`src/rtl/counter_report_pkg.sv`:
```
// counter_report_pkg: shared FSM states, message bytes and sizing helpers for counter_report_tx
package counter_report_pkg;
  typedef enum logic [2:0] {IDLE, CONV, PRESENT, WAIT_RD, GAP} state_t;
  localparam logic [7:0] CH_C = 8'h43;
  localparam logic [7:0] CH_N = 8'h4E;
  localparam logic [7:0] CH_T = 8'h54;
  localparam logic [7:0] CH_COLON = 8'h3A;
  localparam logic [7:0] CH_SP = 8'h20;
  localparam logic [7:0] CH_ZERO = 8'h30;
  localparam logic [7:0] CH_CR = 8'h0D;
  localparam logic [7:0] CH_LF = 8'h0A;
  localparam int PREFIX_LEN = 5;
  function automatic logic [7:0] prefix_byte(int i);
    return i == 0 ? CH_C : i == 1 ? CH_N : i == 2 ? CH_T : i == 3 ? CH_COLON : CH_SP;
  endfunction
  function automatic int msg_len(int digits);
    return PREFIX_LEN + digits + 2;
  endfunction
  function automatic int min_digits(int w);
    longint unsigned m;
    int d;
    m = (64'd1 << w) - 64'd1;
    d = 1;
    while (m >= 64'd10) begin
      m = m / 64'd10;
      d++;
    end
    return d;
  endfunction
endpackage

```
`src/rtl/counter_report_tx_if.sv`:
```
// counter_report_tx_if: byte handshake between the report generator and uart_tx
interface counter_report_tx_if;
  logic [7:0] din;
  logic empty;
  logic re;
  modport master (output din, output empty, input re);
  modport slave (input din, input empty, output re);
endinterface

```
`src/rtl/bin2bcd_seq.sv`:
```
// bin2bcd_seq: sequential double-dabble, one input bit per cycle, done W cycles after start
module bin2bcd_seq #(
  parameter int W = 6,
  parameter int DIGITS = 2
) (
  input  logic                  clk,
  input  logic                  rst_n,
  input  logic                  start,
  input  logic [W-1:0]          bin,
  output logic                  done,
  output logic [4*DIGITS-1:0]   bcd
);
  localparam int CW = $clog2(W + 1);
  localparam int BW = 4 * DIGITS;
  logic [W-1:0] sh_q;
  logic [BW-1:0] bcd_q, adj;
  logic [CW-1:0] cnt_q;
  logic done_q;
  // add-3 correction on every digit of 5 or more before the next shift
  always_comb begin
    adj = bcd_q;
    for (int i = 0; i < DIGITS; i++)
      adj[4*i +: 4] = bcd_q[4*i +: 4] + (bcd_q[4*i +: 4] >= 4'd5 ? 4'd3 : 4'd0);
  end
  // the load cycle already shifts in the first bit, so W-1 further steps remain
  always_ff @(posedge clk or negedge rst_n) begin
    if (!rst_n) begin
      sh_q <= '0;
      bcd_q <= '0;
      cnt_q <= '0;
      done_q <= 1'b0;
    end else if (start) begin
      sh_q <= bin << 1;
      bcd_q <= BW'(bin[W-1]);
      cnt_q <= CW'(W - 1);
      done_q <= (W == 1);
    end else if (cnt_q != '0) begin
      sh_q <= sh_q << 1;
      bcd_q <= (adj << 1) | BW'(sh_q[W-1]);
      cnt_q <= cnt_q - 1'b1;
      done_q <= cnt_q == CW'(1);
    end else begin
      done_q <= 1'b0;
    end
  end
  assign done = done_q;
  assign bcd = bcd_q;
endmodule

```
`src/rtl/counter_report_tx.sv`:
```
// counter_report_tx: up/down counter that reports its value as "CNT: <digits>\r\n" to uart_tx
module counter_report_tx
  import counter_report_pkg::*;
#(
  parameter int CNT_WIDTH = 6,
  parameter int DIGITS = 2,
  parameter bit WRAP = 1'b1,
  parameter bit REPORT_ON_CLR = 1'b1
) (
  input  logic                 clk,
  input  logic                 rst_n,
  input  logic                 inc,
  input  logic                 dec,
  input  logic                 clr,
  output logic [CNT_WIDTH-1:0] count,
  output logic                 busy,
  output logic                 pending,
  counter_report_tx_if.master  tx
);
  localparam int ML = msg_len(DIGITS);
  localparam int IW = $clog2(ML);
  localparam logic [CNT_WIDTH-1:0] MAXV = '1;
  if (DIGITS < min_digits(CNT_WIDTH)) begin : g_digits_chk
    $error("DIGITS too small for CNT_WIDTH");
  end
  state_t state_q, state_d;
  logic [IW-1:0] idx_q, idx_d;
  logic [CNT_WIDTH-1:0] count_q, count_d, up, dn;
  logic [7:0] din_q, din_d, msg_byte;
  logic empty_q, empty_d, pending_q, pending_d, re_q;
  logic ev, start, done, re_rise, last;
  logic [4*DIGITS-1:0] bcd;
  bin2bcd_seq #(.W(CNT_WIDTH), .DIGITS(DIGITS)) u_b2b (
    .clk(clk), .rst_n(rst_n), .start(start), .bin(count_d), .done(done), .bcd(bcd)
  );
  // counter next value; held bounds in saturate mode are not changes
  always_comb begin
    up = (!WRAP && count_q == MAXV) ? count_q : count_q + 1'b1;
    dn = (!WRAP && count_q == '0) ? count_q : count_q - 1'b1;
    count_d = clr ? '0 : (inc ^ dec) ? (inc ? up : dn) : count_q;
    ev = (count_d != count_q) || (clr && REPORT_ON_CLR);
  end
  // byte at the current message index; digits are taken most significant first
  always_comb begin
    msg_byte = idx_q == IW'(ML - 2) ? CH_CR : idx_q == IW'(ML - 1) ? CH_LF : prefix_byte(int'(idx_q));
    for (int k = 0; k < DIGITS; k++)
      if (idx_q == IW'(PREFIX_LEN + k)) msg_byte = CH_ZERO | {4'h0, bcd[4*(DIGITS-1-k) +: 4]};
  end
  assign re_rise = tx.re & ~re_q;
  assign last = idx_q == IW'(ML - 1);
  // report FSM; a new conversion always snapshots the post-update count
  always_comb begin
    state_d = state_q;
    idx_d = idx_q;
    din_d = din_q;
    empty_d = empty_q;
    start = 1'b0;
    case (state_q)
      IDLE: if (ev) begin
        start = 1'b1;
        state_d = CONV;
      end
      CONV: if (done) begin
        idx_d = '0;
        state_d = PRESENT;
      end
      PRESENT: begin
        din_d = msg_byte;
        empty_d = 1'b0;
        state_d = WAIT_RD;
      end
      WAIT_RD: if (re_rise) begin
        empty_d = 1'b1;
        state_d = GAP;
      end
      GAP: if (!last) begin
        idx_d = idx_q + 1'b1;
        state_d = PRESENT;
      end else if (pending_q || ev) begin
        start = 1'b1;
        state_d = CONV;
      end else begin
        state_d = IDLE;
      end
      default: state_d = IDLE;
    endcase
    pending_d = start ? 1'b0 : (state_q != IDLE && ev) ? 1'b1 : pending_q;
  end
  // state and output registers
  always_ff @(posedge clk or negedge rst_n) begin
    if (!rst_n) begin
      state_q <= IDLE;
      idx_q <= '0;
      count_q <= '0;
      din_q <= 8'h00;
      empty_q <= 1'b1;
      pending_q <= 1'b0;
      re_q <= 1'b0;
    end else begin
      state_q <= state_d;
      idx_q <= idx_d;
      count_q <= count_d;
      din_q <= din_d;
      empty_q <= empty_d;
      pending_q <= pending_d;
      re_q <= tx.re;
    end
  end
  assign count = count_q;
  assign busy = state_q != IDLE;
  assign pending = pending_q;
  assign tx.din = din_q;
  assign tx.empty = empty_q;
endmodule

```
`src/flat_wrapper.sv`:
```
// flat-port wrapper written by rule: the top's interface ports become plain ports
module counter_report_tx_flat import counter_report_pkg::*;
#(
  parameter int CNT_WIDTH = 6,
  parameter int DIGITS = 2,
  parameter bit WRAP = 1'b1,
  parameter bit REPORT_ON_CLR = 1'b1
)
  (clk, rst_n, inc, dec, clr, count, busy, pending, tx_din, tx_empty, tx_re);
  counter_report_tx_if tx_i ();
  input  logic clk;
  input  logic rst_n;
  input  logic inc;
  input  logic dec;
  input  logic clr;
  output logic [CNT_WIDTH-1:0] count;
  output logic busy;
  output logic pending;
  output wire logic [$bits(tx_i.din)-1:0] tx_din;
  output wire logic [$bits(tx_i.empty)-1:0] tx_empty;
  input wire logic [$bits(tx_i.re)-1:0] tx_re;
  assign tx_din = tx_i.din;
  assign tx_empty = tx_i.empty;
  assign tx_i.re = tx_re;
  counter_report_tx #(.CNT_WIDTH(CNT_WIDTH), .DIGITS(DIGITS), .WRAP(WRAP), .REPORT_ON_CLR(REPORT_ON_CLR)) u_core (.clk(clk), .rst_n(rst_n), .inc(inc), .dec(dec), .clr(clr), .count(count), .busy(busy), .pending(pending), .tx(tx_i));
endmodule
```
`config.mk`:
```
export PLATFORM = sky130hd
export DESIGN_NAME = counter_report_tx_flat
export DESIGN_NICKNAME = d
export VERILOG_FILES = /design/src/rtl/counter_report_pkg.sv /design/src/rtl/counter_report_tx_if.sv /design/src/rtl/bin2bcd_seq.sv /design/src/rtl/counter_report_tx.sv /design/src/flat_wrapper.sv
export SDC_FILE = /design/constraint.sdc
export NUM_CORES = 1
export LEC_CHECK = 0
export CAP_MARGIN = 15
export CORE_MARGIN = 2
export CORE_UTILIZATION = 45
export CTS_CLUSTER_SIZE = 28
export DETAILED_ROUTE_END_ITERATION = 8
export GPL_ROUTABILITY_DRIVEN = 0
export PLACE_DENSITY_LB_ADDON = 0.25
export SYNTH_ARGS = -nofsm -noshare
export SYNTH_HDL_FRONTEND = slang
export SYNTH_SLANG_ARGS = --single-unit
```
`constraint.sdc`:
```
create_clock -name clk -period 4.95 [get_ports clk]
set_input_delay 0.495 -clock clk [delete_from_list [all_inputs] [get_ports clk]]
set_output_delay 0.495 -clock clk [all_outputs]
set_load 0.01 [all_outputs]
```
==> impl_metrics.csv <==
group,metric,value,unit
status,status,"finished clean",
pwr,p_per_area,522.7,nW/um2
layout,fillers,502,
layout,drive_above_1_share,7.143,%
clock_network,cts_tree,"built",
routing,routed_via_density,5.240,
global_route,antenna_found_initial,0,
clock_network,clkSinkCount,40,
clock_network,clk_latency,0.29,ns
setup_path,slowest_stage,"a2111oi_4",
clock_network,clockBufferDepth,2,
setup_path,critPathKind,"primary input to register",
routing,drtIter0Drc,126,
placement,portBuffers,21,
timing,fin_crit,3.005,ns
placement,pre_cts_ws,1.607,ns
timing,setup_tns,0,ns
setup_path,r2r_slack,2.02,ns
synthesis,avgSynthCellArea,9.147,um2
setup_path,crit_path_max_fanout,18,
routing,drcViolationCount,0,
synthesis,yosys_register_bits,40,
routing,route.detailed.wl_per_inst,12.83,um
placement,dp.final_hpwl,3186,um
pwr,leakage,1.204,nW
synthesis,yosys_most_used_dff,"dfrtp_1",
clock_network,cts_buffers,5,
floorplanning,die_h,77.26,um
setup_path,r2r_end,"u_core.u_b2b.sh_q[3]",
timing,final_max_slew_viol_count,0,
clock_network,cts_hold_buffers,0,
min_path,hold_class,"primary input to asynchronous set/reset pin",
timing,hold_viol,0,
setup_path,rr_worst_depth,7,
synthesis,async_flop_share,100.0,%
floorplanning,dieArea,5968,um2
setup_path,max_stage_delay,0.99,ns
setup_path,start_kind,"primary input",
floorplanning,core.rowCount,26,
layout,final_common_cell,"nand2_1",
clock_network,clk_pin_slew,0.08,ns
setup_path,cp_cell_sequence,"clkdlybuf4s50_1, xor2_1, a211oi_1, a2111oi_4, mux2_2",
global_route,grt_max_degree,41,
setup_path,cp.required,5.13,ns
synthesis,yosysSeqAreaShare,41.50,%
pwr,vdd_drop_max,0.2434,mV
synthesis,yosysWarningCount,0,
floorplanning,coreArea,5140,um2
timing,setup_slack,1.945,ns
routing,ant_nets,0,
floorplanning,io_pins,23,
layout,multi_input_area,1309,um2
layout,nets,302,
global_route,grt_overflow,0,
timing,max_slew_margin,29.07,%
layout,layout_common_cells,"nand2_1, dfrtp_1, clkdlybuf4s50_1",
routing,wirelength,4492,um
setup_path,cp_num_buf_inv,1,
clock_network,htree_levels,2,
timing,final-setup-viol-count,0,
layout,seqCellArea,1002,um2
clock_network,clock-root-buffer,"clkbuf_8",
timing,period_share,60.71,%
synthesis,syn-cell-area,2415,um2
setup_path,cp_top_family,"compound AO/OA/AOI/OAI gates",
floorplanning,dieWidth,77.26,um
timing,finClkSkew,0.004686,ns
pwr,finalPower,1.443,mW
layout,n_antenna_cell,0,
synthesis,synth_edf_count,0,
routing,drt-pass1-iter-count,4,
global_route,grt_pass1_vias,1727,
floorplanning,initial_core_util,46.98,%
timing,tightest_slew,1.064,ns
setup_path,reg2reg_from,"u_core.idx_q[0]",
global_route,track_usage,16.39,%
global_route,grt_pass1_wl,7928,um
synthesis,synthDistinctLibCells,43,
layout,area_growth,14.30,%
timing,clock.fmax,332.8,MHz
setup_path,cp-end-kind,"register",
setup_path,cp.arrival,3.18,ns
timing,rsz0062_at_grt,"no",
synthesis,syn_inst,264,
routing,dr_total_vias,1834,
run,maxCapViolCount,0,
clock_network,cts_setup_buffers,0,
clock_network,post_cts_resized,0,
synthesis,syn_nets,287,
==> final cells by class <==
class	count	share of cell area [%]
Sequential cell	40	36.31
Tap cell	70	3.173
Timing Repair Buffer	21	7.434
Clock buffer	6	2.629
Inverter	13	1.768
Clock inverter	2	1.269
Multi-Input combinational cell	198	47.42
==> cell usage after synthesis (2+ instances only) <==
library cell	n	share of area (%)
or3_1	2	0.52
o31ai_1	4	1.2
nor3_1	3	0.62
mux2_2	7	3.3
buf_2	2	0.41
ha_1	14	7.3
mux2i_1	3	1.2
fa_1	3	2.5
a211oi_1	8	2.5
a21oi_1	15	3.1
nand2_1	42	6.5
nand3_1	4	0.83
nand4b_1	2	0.73
clkbuf_1	10	1.6
nand2b_1	10	2.6
inv_1	13	2.0
o21ai_0	16	3.3
or2_2	3	0.78
or4_1	2	0.62
nand3b_1	6	1.9
dfrtp_1	39	40
a21o_1	5	1.6
nor2b_1	8	2.1
xnor2_1	5	1.8
nor2_1	18	2.8
nor3b_1	3	0.93
==> per-layer routing <==
layer	GRT usage, %	share of wire (%)
met5	0	0
met4	5.357	1.3
met3	3.647	2.4
met2	25.91	47
met1	22.30	49
==> per-stage QoR <==
step,std cells,util [%],hold WS (ns),area [um2]
floorplan,264,-,0.1994,2415
global placement,342,51.61,0.4608,2653
detailed placement,342,51.61,0.4598,2653
CTS,350,53.70,0.3528,2760
global route,350,53.70,0.4007,2760
finish,350,53.70,0.3145,2760
==> worst register-to-register path, cell delays in order, from the launching register on <==
cell,delay [ns]
dfrtp_1,0.44
inv_1,0.11
ha_1,0.28
nand3b_1,0.28
nor2_1,0.17
a211oi_1,0.12
a2111oi_4,0.99
mux2_2,0.42
==> registers in the layout (all words and copies together) (netlist names) <==
| register | count |
|---|---|
| u_core.u_b2b.bcd | 8 |
| u_core.tx.din | 7 |
| u_core.count | 6 |
| u_core.u_b2b.sh_q | 5 |
| u_core.idx_q | 4 |
| u_core.state_q | 3 |
| u_core.u_b2b.cnt_q | 3 |
| u_core.pending | 1 |
| u_core.re_q | 1 |
| u_core.tx.empty | 1 |
| u_core.u_b2b.done | 1 |
==> logic make-up (layout without fill, tap and decap cells) <==
| logic type | after synthesis | after routing | share of synthesized area (%) |
|---|---|---|---|
| fa+ha+maj | 17 | 17 | 9.741 |
| xor+xnor | 6 | 6 | 2.176 |
| simple gates | 107 | 107 | 22.12 |
| buf+inv | 26 | 42 | 4.301 |
| other cells | 1 | 1 | 0.1553 |
| mux | 10 | 10 | 4.508 |
| compound gates | 57 | 57 | 15.49 |
| flops | 40 | 40 | 41.50 |
==> worst max path at each step <==
stage                    startpoint                   end  slack [ns]  depth (start not counted)
floorplan           u_core.idx_q[0]   u_core.u_b2b.bcd[0]        2.72                          7
global placement                inc  u_core.u_b2b.sh_q[2]        1.66                          5
detailed placement              inc  u_core.u_b2b.sh_q[5]        1.61                          5
CTS                             inc  u_core.u_b2b.sh_q[5]        1.90                          5
global route                    inc  u_core.u_b2b.sh_q[2]        1.71                          5
finish                          inc  u_core.u_b2b.sh_q[3]        1.94                          5
==> power breakdown <==
part | switching, mW | internal [mW]
registers | 0.105 | 0.443
logic | 0.323 | 0.309
clock network | 0.113 | 0.150
total | 0.541 | 0.902
No activity file was read; power rests on OpenSTA's default activity.
